[src/rtl/sc_randreg_pkg.sv]
// Shared definitions for sc_randreg: LFSR mode encodings and the Galois step helper.
// The step helper works on 32-bit words; callers zero-extend and truncate to their width.
package sc_randreg_pkg;

   typedef enum logic [1:0] {
      MODE_HOLD = 2'b00,
      MODE_RUN  = 2'b01,
      MODE_STEP = 2'b10,
      MODE_SEED = 2'b11
   } lfsr_mode_e;

   // Right-shifting Galois step: the bit shifted out selects whether the tap mask is folded in.
   function automatic logic [31:0] galois_step(input logic [31:0] state, input logic [31:0] taps);
      logic [31:0] shifted;
      shifted = state >> 1;
      return state[0] ? (shifted ^ taps) : shifted;
   endfunction

endpackage

[src/rtl/sc_randreg_fifo.sv]
// Capture-history FIFO with first-word fall-through head, registered flags and sticky overflow.
// Strobes: push_i/pop_i are single-cycle requests acted on at the rising edge; flush_i beats both.
module sc_randreg_fifo
   import sc_randreg_pkg::*;
#(
   parameter int DATAWIDTH = 8,
   parameter int DEPTH     = 4
) (
   input  logic                 clk_i,
   input  logic                 rst_i,
   input  logic                 push_i,
   input  logic [DATAWIDTH-1:0] push_data_i,
   input  logic                 pop_i,
   input  logic                 flush_i,
   output logic [DATAWIDTH-1:0] head_o,
   output logic                 empty_o,
   output logic                 full_o,
   output logic                 overflow_o
);

   localparam int AW = (DEPTH > 1) ? $clog2(DEPTH) : 1;
   localparam int CW = AW + 1;

   logic [DATAWIDTH-1:0] mem_q [DEPTH];
   logic [AW-1:0]        wr_ptr_q, wr_ptr_d;
   logic [AW-1:0]        rd_ptr_q, rd_ptr_d;
   logic [CW-1:0]        count_q, count_d;
   logic                 empty_q, full_q;
   logic                 overflow_q, overflow_d;
   logic                 do_push, do_pop, wr_en;

   always_comb begin
      do_pop     = pop_i & ~empty_q;
      // A push into a full FIFO only lands if a pop frees a slot on the same edge.
      do_push    = push_i & (~full_q | do_pop);
      wr_en      = do_push & ~flush_i & ~rst_i;
      wr_ptr_d   = wr_ptr_q + AW'(do_push);
      rd_ptr_d   = rd_ptr_q + AW'(do_pop);
      count_d    = count_q + CW'(do_push) - CW'(do_pop);
      overflow_d = overflow_q | (push_i & ~do_push);
      if (flush_i) begin
         wr_ptr_d   = '0;
         rd_ptr_d   = '0;
         count_d    = '0;
         overflow_d = 1'b0;
      end
   end

   always_ff @(posedge clk_i) begin
      if (rst_i) begin
         wr_ptr_q   <= '0;
         rd_ptr_q   <= '0;
         count_q    <= '0;
         empty_q    <= 1'b1;
         full_q     <= 1'b0;
         overflow_q <= 1'b0;
      end else begin
         wr_ptr_q   <= wr_ptr_d;
         rd_ptr_q   <= rd_ptr_d;
         count_q    <= count_d;
         empty_q    <= (count_d == '0);
         full_q     <= (count_d == CW'(DEPTH));
         overflow_q <= overflow_d;
      end
   end

   // Storage needs no reset: the head is masked while empty.
   always_ff @(posedge clk_i) begin
      if (wr_en) begin
         mem_q[wr_ptr_q] <= push_data_i;
      end
   end

   assign head_o     = empty_q ? '0 : mem_q[rd_ptr_q];
   assign empty_o    = empty_q;
   assign full_o     = full_q;
   assign overflow_o = overflow_q;

endmodule

[src/rtl/sc_randreg.sv]
// Random-register block: Galois LFSR, one-shot clear/load edge detect, capture register
// and a capture-history FIFO, all on one rising-edge clock with synchronous reset.
module sc_randreg
   import sc_randreg_pkg::*;
#(
   parameter int                   DATAWIDTH = 8,
   parameter logic [DATAWIDTH-1:0] TAPS      = DATAWIDTH'(8'hB8),
   parameter logic [DATAWIDTH-1:0] SEED      = DATAWIDTH'(8'h01),
   parameter int                   DEPTH     = 4
) (
   input  logic                 SC_RANDREG_CLOCK_50,
   input  logic                 SC_RANDREG_RESET_InHigh,
   input  logic                 SC_RANDREG_clear_InLow,
   input  logic                 SC_RANDREG_load_InLow,
   input  logic [1:0]           SC_RANDREG_mode_In,
   input  logic                 SC_RANDREG_step_In,
   input  logic [DATAWIDTH-1:0] SC_RANDREG_seed_InBUS,
   input  logic                 SC_RANDREG_pop_In,
   output logic [DATAWIDTH-1:0] SC_RANDREG_lfsr_OutBUS,
   output logic [DATAWIDTH-1:0] SC_RANDREG_data_OutBUS,
   output logic [DATAWIDTH-1:0] SC_RANDREG_fifo_data_OutBUS,
   output logic                 SC_RANDREG_fifo_empty_Out,
   output logic                 SC_RANDREG_fifo_full_Out,
   output logic                 SC_RANDREG_overflow_Out,
   output logic                 SC_RANDREG_load_done_Out
);

   logic                 clk, rst;
   lfsr_mode_e           mode;
   logic [DATAWIDTH-1:0] lfsr_q, lfsr_d, lfsr_step;
   logic [DATAWIDTH-1:0] data_q, data_d;
   logic                 load_prev_q, clear_prev_q;
   logic                 load_done_q;
   logic                 load_evt, clear_evt, capture;

   assign clk  = SC_RANDREG_CLOCK_50;
   assign rst  = SC_RANDREG_RESET_InHigh;
   assign mode = lfsr_mode_e'(SC_RANDREG_mode_In);

   // One-shot events: history holds last cycle's level, so a held-low input fires once.
   assign load_evt  = load_prev_q & ~SC_RANDREG_load_InLow;
   assign clear_evt = clear_prev_q & ~SC_RANDREG_clear_InLow;
   assign capture   = load_evt & ~clear_evt;

   always_comb begin
      lfsr_step = DATAWIDTH'(galois_step(32'(lfsr_q), 32'(TAPS)));
      lfsr_d    = lfsr_q;
      if (lfsr_q == '0) begin
         lfsr_d = SEED;
      end else begin
         case (mode)
            MODE_HOLD: lfsr_d = lfsr_q;
            MODE_RUN:  lfsr_d = lfsr_step;
            MODE_STEP: lfsr_d = SC_RANDREG_step_In ? lfsr_step : lfsr_q;
            MODE_SEED: lfsr_d = (SC_RANDREG_seed_InBUS == '0) ? SEED : SC_RANDREG_seed_InBUS;
            default:   lfsr_d = lfsr_q;
         endcase
      end
   end

   always_comb begin
      data_d = data_q;
      if (clear_evt) begin
         data_d = '0;
      end else if (capture) begin
         data_d = lfsr_q;
      end
   end

   always_ff @(posedge clk) begin
      if (rst) begin
         lfsr_q       <= SEED;
         data_q       <= '0;
         load_prev_q  <= 1'b1;
         clear_prev_q <= 1'b1;
         load_done_q  <= 1'b0;
      end else begin
         lfsr_q       <= lfsr_d;
         data_q       <= data_d;
         load_prev_q  <= SC_RANDREG_load_InLow;
         clear_prev_q <= SC_RANDREG_clear_InLow;
         load_done_q  <= capture;
      end
   end

   sc_randreg_fifo #(
      .DATAWIDTH (DATAWIDTH),
      .DEPTH     (DEPTH)
   ) u_fifo (
      .clk_i       (clk),
      .rst_i       (rst),
      .push_i      (capture),
      .push_data_i (lfsr_q),
      .pop_i       (SC_RANDREG_pop_In),
      .flush_i     (clear_evt),
      .head_o      (SC_RANDREG_fifo_data_OutBUS),
      .empty_o     (SC_RANDREG_fifo_empty_Out),
      .full_o      (SC_RANDREG_fifo_full_Out),
      .overflow_o  (SC_RANDREG_overflow_Out)
   );

   assign SC_RANDREG_lfsr_OutBUS   = lfsr_q;
   assign SC_RANDREG_data_OutBUS   = data_q;
   assign SC_RANDREG_load_done_Out = load_done_q;

endmodule

[config.mk]
export PLATFORM = sky130hd
export DESIGN_NAME = sc_randreg
export DESIGN_NICKNAME = d
export VERILOG_FILES = /design/src/rtl/sc_randreg_pkg.sv /design/src/rtl/sc_randreg_fifo.sv /design/src/rtl/sc_randreg.sv
export SDC_FILE = /design/constraint.sdc
export NUM_CORES = 1
export LEC_CHECK = 0
export CAP_MARGIN = 20
export CORE_ASPECT_RATIO = 1.1
export CORE_UTILIZATION = 46
export DETAILED_ROUTE_END_ITERATION = 7
export GPL_TIMING_DRIVEN = 0
export PLACE_DENSITY = 0.71
export SLEW_MARGIN = 20
export SYNTH_ARGS = -nofsm -noshare
export SYNTH_HDL_FRONTEND = slang
export SYNTH_SLANG_ARGS = --single-unit
export TNS_END_PERCENT = 1
[constraint.sdc]
create_clock -name SC_RANDREG_CLOCK_50 -period 4.45 [get_ports SC_RANDREG_CLOCK_50]
set_input_delay 1.1125 -clock SC_RANDREG_CLOCK_50 [delete_from_list [all_inputs] [get_ports SC_RANDREG_CLOCK_50]]
set_output_delay 1.1125 -clock SC_RANDREG_CLOCK_50 [all_outputs]
set_load 0.005 [all_outputs]
[Word level (Yosys, flattened, before mapping)]
Memories as Yosys holds them, arrays and structs flattened. A register that Yosys moved wholly into a read port is not among the register bits.
Cells that the tools add are included.
Word-level totals
  register bits: 29
  bits in writable memories: 32
  memories kept: 1
  logic and storage cells: 56
Operators by class
  muxes and demuxes: 9
  $add $sub $neg: 4
  equality and inequality tests: 5
  reductions and logical operators: 7
  bitwise logic cells: 19
Memory list
  u_fifo.mem_q: words 4, width 8, rd ports 1, clocked after memory_dff 1, write ports 1, line sc_randreg_fifo.sv:24  | logic [DATAWIDTH-1:0] mem_q [DEPTH];
Operator list (number)
  8-bit 2-to-1 mux: 4
  8-bit case mux with 3 select lines: 1
  8-bit logical NOT: 2
  1-bit bitwise AND: 8
  1-bit NOT: 8
  2-bit by 1-bit adder with 2-bit output: 2
  2-bit == test (second input constant): 2
  3-bit NOT with 4-bit output: 1
  2-bit OR reduction: 2
  3-bit by 1-bit adder with 3-bit output: 1
  3-bit == test (second input constant): 1
  3-bit logical NOT: 1
  3-bit 2-to-1 mux: 1
  3-bit by 1-bit subtractor with 3-bit output: 1
  2-bit by 1-bit == test with 1-bit output (second input constant): 1
  2-bit logical NOT: 1
  1-bit 2-to-1 mux: 2
  2-bit 2-to-1 mux: 1
  2-bit inequality test (second input constant): 1
  1-bit bitwise OR: 2
  2-bit AND reduction: 1

[Depth between registers and ports, before layout]
  depth after elaboration: 9
  gate-level depth with buffers: 9

[Modules after synthesis]
Synthesis repeated with hierarchy kept, for this count alone.
Unflattened totals
  cells, all modules: 198
  area total of the unflattened synthesis: 2514.9 µm²
Modules (own cells, without submodules)
  sc_randreg_fifo: times used 1, area each 1664.1 µm², sequential area each 1161.1 µm², cells an instance 96
  sc_randreg: times used 1, area each 850.8 µm², sequential area each 380.4 µm², cells an instance 102

[Worst setup path after synthesis]
Ideal clock, no wire load.
  kind: in2reg
  from: in SC_RANDREG_clear_InLow
  to: reg u_fifo.full_q, in the netlist u_fifo.full_o
  arrival: 2849 ps
  path slack: 1542 ps
  setup time: 59 ps
  buffers on the path: 1
  data required time: 4391 ps
  stages: 9
  path through: nand2b_1 -> clkbuf_1 -> nand2_1 -> a21oi_1 -> ha_1 -> fa_1 -> xor3_1 -> nor3_1 -> and2_1
Between the ends
  cells in the longest elaborated chain, start to end: 9
Ends and longest elaborated chain
  start, declared: line sc_randreg.sv:13  | input logic SC_RANDREG_clear_InLow,
  1-bit NOT (*): line sc_randreg.sv:42  | assign clear_evt = clear_prev_q & ~SC_RANDREG_clear_InLow;
  1-bit bitwise AND (*): line sc_randreg.sv:42
  1-bit NOT: line sc_randreg.sv:43  | assign capture = load_evt & ~clear_evt;
  1-bit bitwise AND: line sc_randreg.sv:43
  1-bit bitwise AND: line sc_randreg_fifo.sv:35  | do_push = push_i & (~full_q | do_pop);
  3-bit by 1-bit adder with 3-bit output: line sc_randreg_fifo.sv:39  | count_d = count_q + CW'(do_push) - CW'(do_pop);
  3-bit by 1-bit subtractor with 3-bit output: line sc_randreg_fifo.sv:39
  3-bit 2-to-1 mux (*): line sc_randreg_fifo.sv:41  | if (flush_i) begin
  3-bit == test (*): line sc_randreg_fifo.sv:62  | full_q <= (count_d == CW'(DEPTH));
  end signal, assigned: line sc_randreg_fifo.sv:62
  end, declared: line sc_randreg_fifo.sv:28  | logic empty_q, full_q;
Every way passes the cells marked *; elsewhere a longest branch is shown, timed or not.
A chain may end at the register's enable or synchronous reset.

[Final worst setup path]
  from: in SC_RANDREG_clear_InLow
  to: reg u_fifo.empty_q, in the netlist u_fifo.empty_o
Between the ends
  cells in the longest elaborated chain, start to end: 9
Ends and longest elaborated chain
  1-bit NOT (*): line sc_randreg.sv:42
  1-bit bitwise AND (*): line sc_randreg.sv:42
  1-bit NOT: line sc_randreg.sv:43
  1-bit bitwise AND: line sc_randreg.sv:43
  1-bit bitwise AND: line sc_randreg_fifo.sv:35
  3-bit by 1-bit adder with 3-bit output: line sc_randreg_fifo.sv:39
  3-bit by 1-bit subtractor with 3-bit output: line sc_randreg_fifo.sv:39
  3-bit 2-to-1 mux (*): line sc_randreg_fifo.sv:41
  3-bit logical NOT (*): line sc_randreg_fifo.sv:61  | empty_q <= (count_d == '0);
  end signal, assigned: line sc_randreg_fifo.sv:61
  end, declared: line sc_randreg_fifo.sv:28
Marks and branches as above.

==> impl_metrics.yaml <==
run_status:
  status: "completed"
setup_path:
  rr_startpoint: "u_fifo.empty_o"
  cp-start-kind: "input port"
  path_buf_inv: 2
  crit_slowest_cell: "clkdlybuf4s50_1"
  crit_start: "SC_RANDREG_clear_InLow"
  arrival_ns: 3.53
  critPathMaxFanout: 10
  r2r_slack_ns: 2.11
  cpLargestDelayFamily: "buffers and inverters"
  crit_path_end_kind: "flip-flop"
  cp.required_ns: 4.67
  critPathKind: "input port to flip-flop"
  worstPathCellList: "clkdlybuf4s50_1 -> nand2b_1 -> clkbuf_1 -> nand2_1 -> a21oi_1 -> ha_1 -> fa_1 -> nor3b_1 -> a211oi_1"
  slowest_delay_ns: 0.48
synth:
  synth_top_area_cell: "edfxtp_1"
  yosys_warnings: 0
  synth_edf_count: 32
  yosys.cell_types.count: 37
  yosysMostFrequentCell: "edfxtp_1"
  synthTopCellsByCount: "32 x edfxtp_1, 29 x dfxtp_1, 15 x nand2_1"
  synth-seq-cells: 61
  synth.top_cell.area_share_pct: 38.19
  syn_area_mm2: 0.002516
  synth_area_leaders: "edfxtp_1 38%, dfxtp_1 23%, mux4_2 7.2%"
  synth.avg_cell_area_um2: 12.77
  synthFlopType: "edfxtp_1"
  netlist_instances: 197
  syn_nets: 216
  ys_seq_area_share_pct: 61.26
  synthArstFlopShare_pct: 0
final_layout:
  instances_no_fill: 327
  postLayoutCellArea_mm2: 0.003209
  layout.area.seq_mm2: 0.001541
  utilization_pct: 62.50
  n_fill_cell: 440
  antenna_cells: 0
  nets: 269
  drive_gt1_share_pct: 14.90
  multi_input_area_um2: 932.1
  syn_to_final_growth_pct: 27.55
pwr:
  pwr-share-clk_pct: 30.8
  power_density_mw_per_mm2: 413.0
  switching_share_pct: 24.53
  seq_power_share_pct: 50.6
  p_switching_mw: 0.3252
  p_leak_nw: 1.120
  vdd_ir_drop_max_mv: 0.2264
  p_int_mw: 1.000
  power_mw: 1.325
  combPwrFrac_pct: 18.6
clock_network:
  cts_sinks: 61
  cts_buffer_depth: 2
  clk_pin_slew_ns: 0.06
  postCtsSetupRepairBufs: 0
  cts_resized: 0
  cts_tree: "built"
  cts-hold-fix-buffers: 0
  cts-root-buf: "clkbuf_8"
  cts_made_buffers: 9
  htree_levels: 3
  clk_latency_ns: 0.33
placed_design:
  portBuffers: 42
  dpl-instance-area_mm2: 0.003047
  place_hpwl_mm: 3.240
  gp_congestion: 0.7875
  placed_cells: 311
grt:
  grt_pass1_wl_mm: 7.900
  grt_max_degree: 12
  grt_pass1_vias: 1619
  gr-total-overflow: 0
  grt_antenna_before_repair: 0
  track_usage_pct: 18.85
sta:
  drv_slew: 0
  slew_headroom_pct: 51.85
  finalSetupTns_ns: 0
  hold_viol: 0
  rsz0062_at_grt: "no"
  max_freq_ghz: 0.3024
  period_needed_ns: 3.307
  fin_worst_skew_ns: 0.007208
  timing.final.crit_share_pct: 74.32
  final-setup-viol-count: 0
  worstMarginPinSlew_ns: 0.7183
routing:
  wl_met1_mm: 2.307
  drt_pass1_iterations: 4
  highest_layer: "met4"
  wl_met3_um: 225
  postRouteAntennaNets: 0
  drt-wirelength-per-cell_um: 14.71
  vias_per_cell: 5.220
  drt_iter0_markers: 76
  dr_wl_met2_mm: 2.219
  routed_wl_mm: 4.811
  drc: 0
  vias: 1707
floorplanning:
  ioPinCount: 44
  core-area_mm2: 0.005135
  dieArea_mm2: 0.005770
  rows: 27
  initial_core_util_pct: 49.00
  die_w_um: 72.52
  dieHeight_um: 79.57
worst_hold_path:
  min-delay-path-class: "flip-flop to flip-flop"
  hold_start: "SC_RANDREG_data_OutBUS[6]"
job:
  cap_viol_max_count: 0
==> power groups by stage <==
stage	sequential [mW]	combinational (mW)	clock, mW
2_1_floorplan	0.669	0.139	0
3_3_place_gp	0.680	0.242	0
3_5_place_dp	0.684	0.247	0
4_1_cts	0.672	0.249	0.419
5_1_grt	0.678	0.271	0.440
6_report	0.671	0.247	0.408
==> path summary, 6_finish.rpt <==
kind / cells past startpoint / to
hold reg to reg: 2 / SC_RANDREG_data_OutBUS[6]
setup / recovery: 9 / u_fifo.empty_o
setup reg to reg: 8 / u_fifo.full_o
hold / removal: 2 / SC_RANDREG_data_OutBUS[6]
==> cell type report <==
class / instances / share of cell area [%]
clock inverter: 2 / 0.3119
inverter: 3 / 0.3509
clock buffer: 14 / 4.756
sequential: 61 / 48.03
tap: 72 / 2.807
timing repair buffer: 42 / 13.10
multi-input combinational: 123 / 29.04
buffer: 10 / 1.598
==> cells in the final DEF (no fill, tap or decap), drive strengths merged <==
master | Yosys | routed
nor2b | 2 | 2
o21ai | 9 | 9
a41oi | 1 | 1
nand2b | 4 | 4
and2 | 4 | 4
nand3 | 8 | 8
a221o | 1 | 1
fa | 1 | 1
xnor2 | 1 | 1
a211oi | 1 | 1
a311oi | 4 | 4
clkdlybuf4s50 | 0 | 42
o211ai | 3 | 3
edfxtp | 32 | 32
xor3 | 1 | 1
mux4 | 8 | 8
inv | 3 | 3
and2b | 8 | 8
o21a | 1 | 1
a211o | 1 | 1
nand3b | 4 | 4
clkbuf | 4 | 18
buf | 6 | 6
ha | 2 | 2
nor3 | 6 | 6
dfxtp | 29 | 29
nor3b | 1 | 1
clkinv | 0 | 2
or2 | 3 | 3
nor4 | 3 | 3
nor2 | 10 | 10
a2111o | 1 | 1
a21o | 2 | 2
xor2 | 5 | 5
nand2 | 15 | 15
a21oi | 13 | 13
==> metal layers <==
metal	track usage [%]	vias up
met5	0	-
met2	28.79	51
li1	-	835
met1	24.60	816
met3	5.808	5
met4	8.431	0
==> registers in the layout, indices dropped and copies added, names as in the netlist <==
register / cells
SC_RANDREG_load_done_Out: 1
load_prev_q: 1
u_fifo.overflow_o: 1
u_fifo.count_q: 3
SC_RANDREG_data_OutBUS: 8
u_fifo.rd_ptr_q: 2
clear_prev_q: 1
SC_RANDREG_lfsr_OutBUS: 8
u_fifo.mem_q: 32
u_fifo.full_o: 1
u_fifo.wr_ptr_q: 2
u_fifo.empty_o: 1
==> through the flow <==
stage	hold WS (ns)	worst slack [ns]
floorplan	0.4647	1.542
global placement	0.4715	0.7548
detailed placement	0.4677	0.8228
CTS	0.4856	1.149
global route	0.5194	0.9352
finish	0.4827	1.143
==> worst min-delay path, cell delays in order, from the launching register on <==
cell and delay [ns]:
dfxtp_1 0.31, o21ai_0 0.07, a21oi_1 0.06
==> cell families after synthesis <==
group	Yosys count	synth area share, %
DFF	61	61.26
buffers and inverters	13	2.486
xor gates and xnor gates	7	3.033
and+or+nand+nor	68	14.87
muxes	8	7.161
adders and majority gates	3	1.790
AOI/OAI and AO/OA	37	9.398
Power figures use the tool's default switching activity.
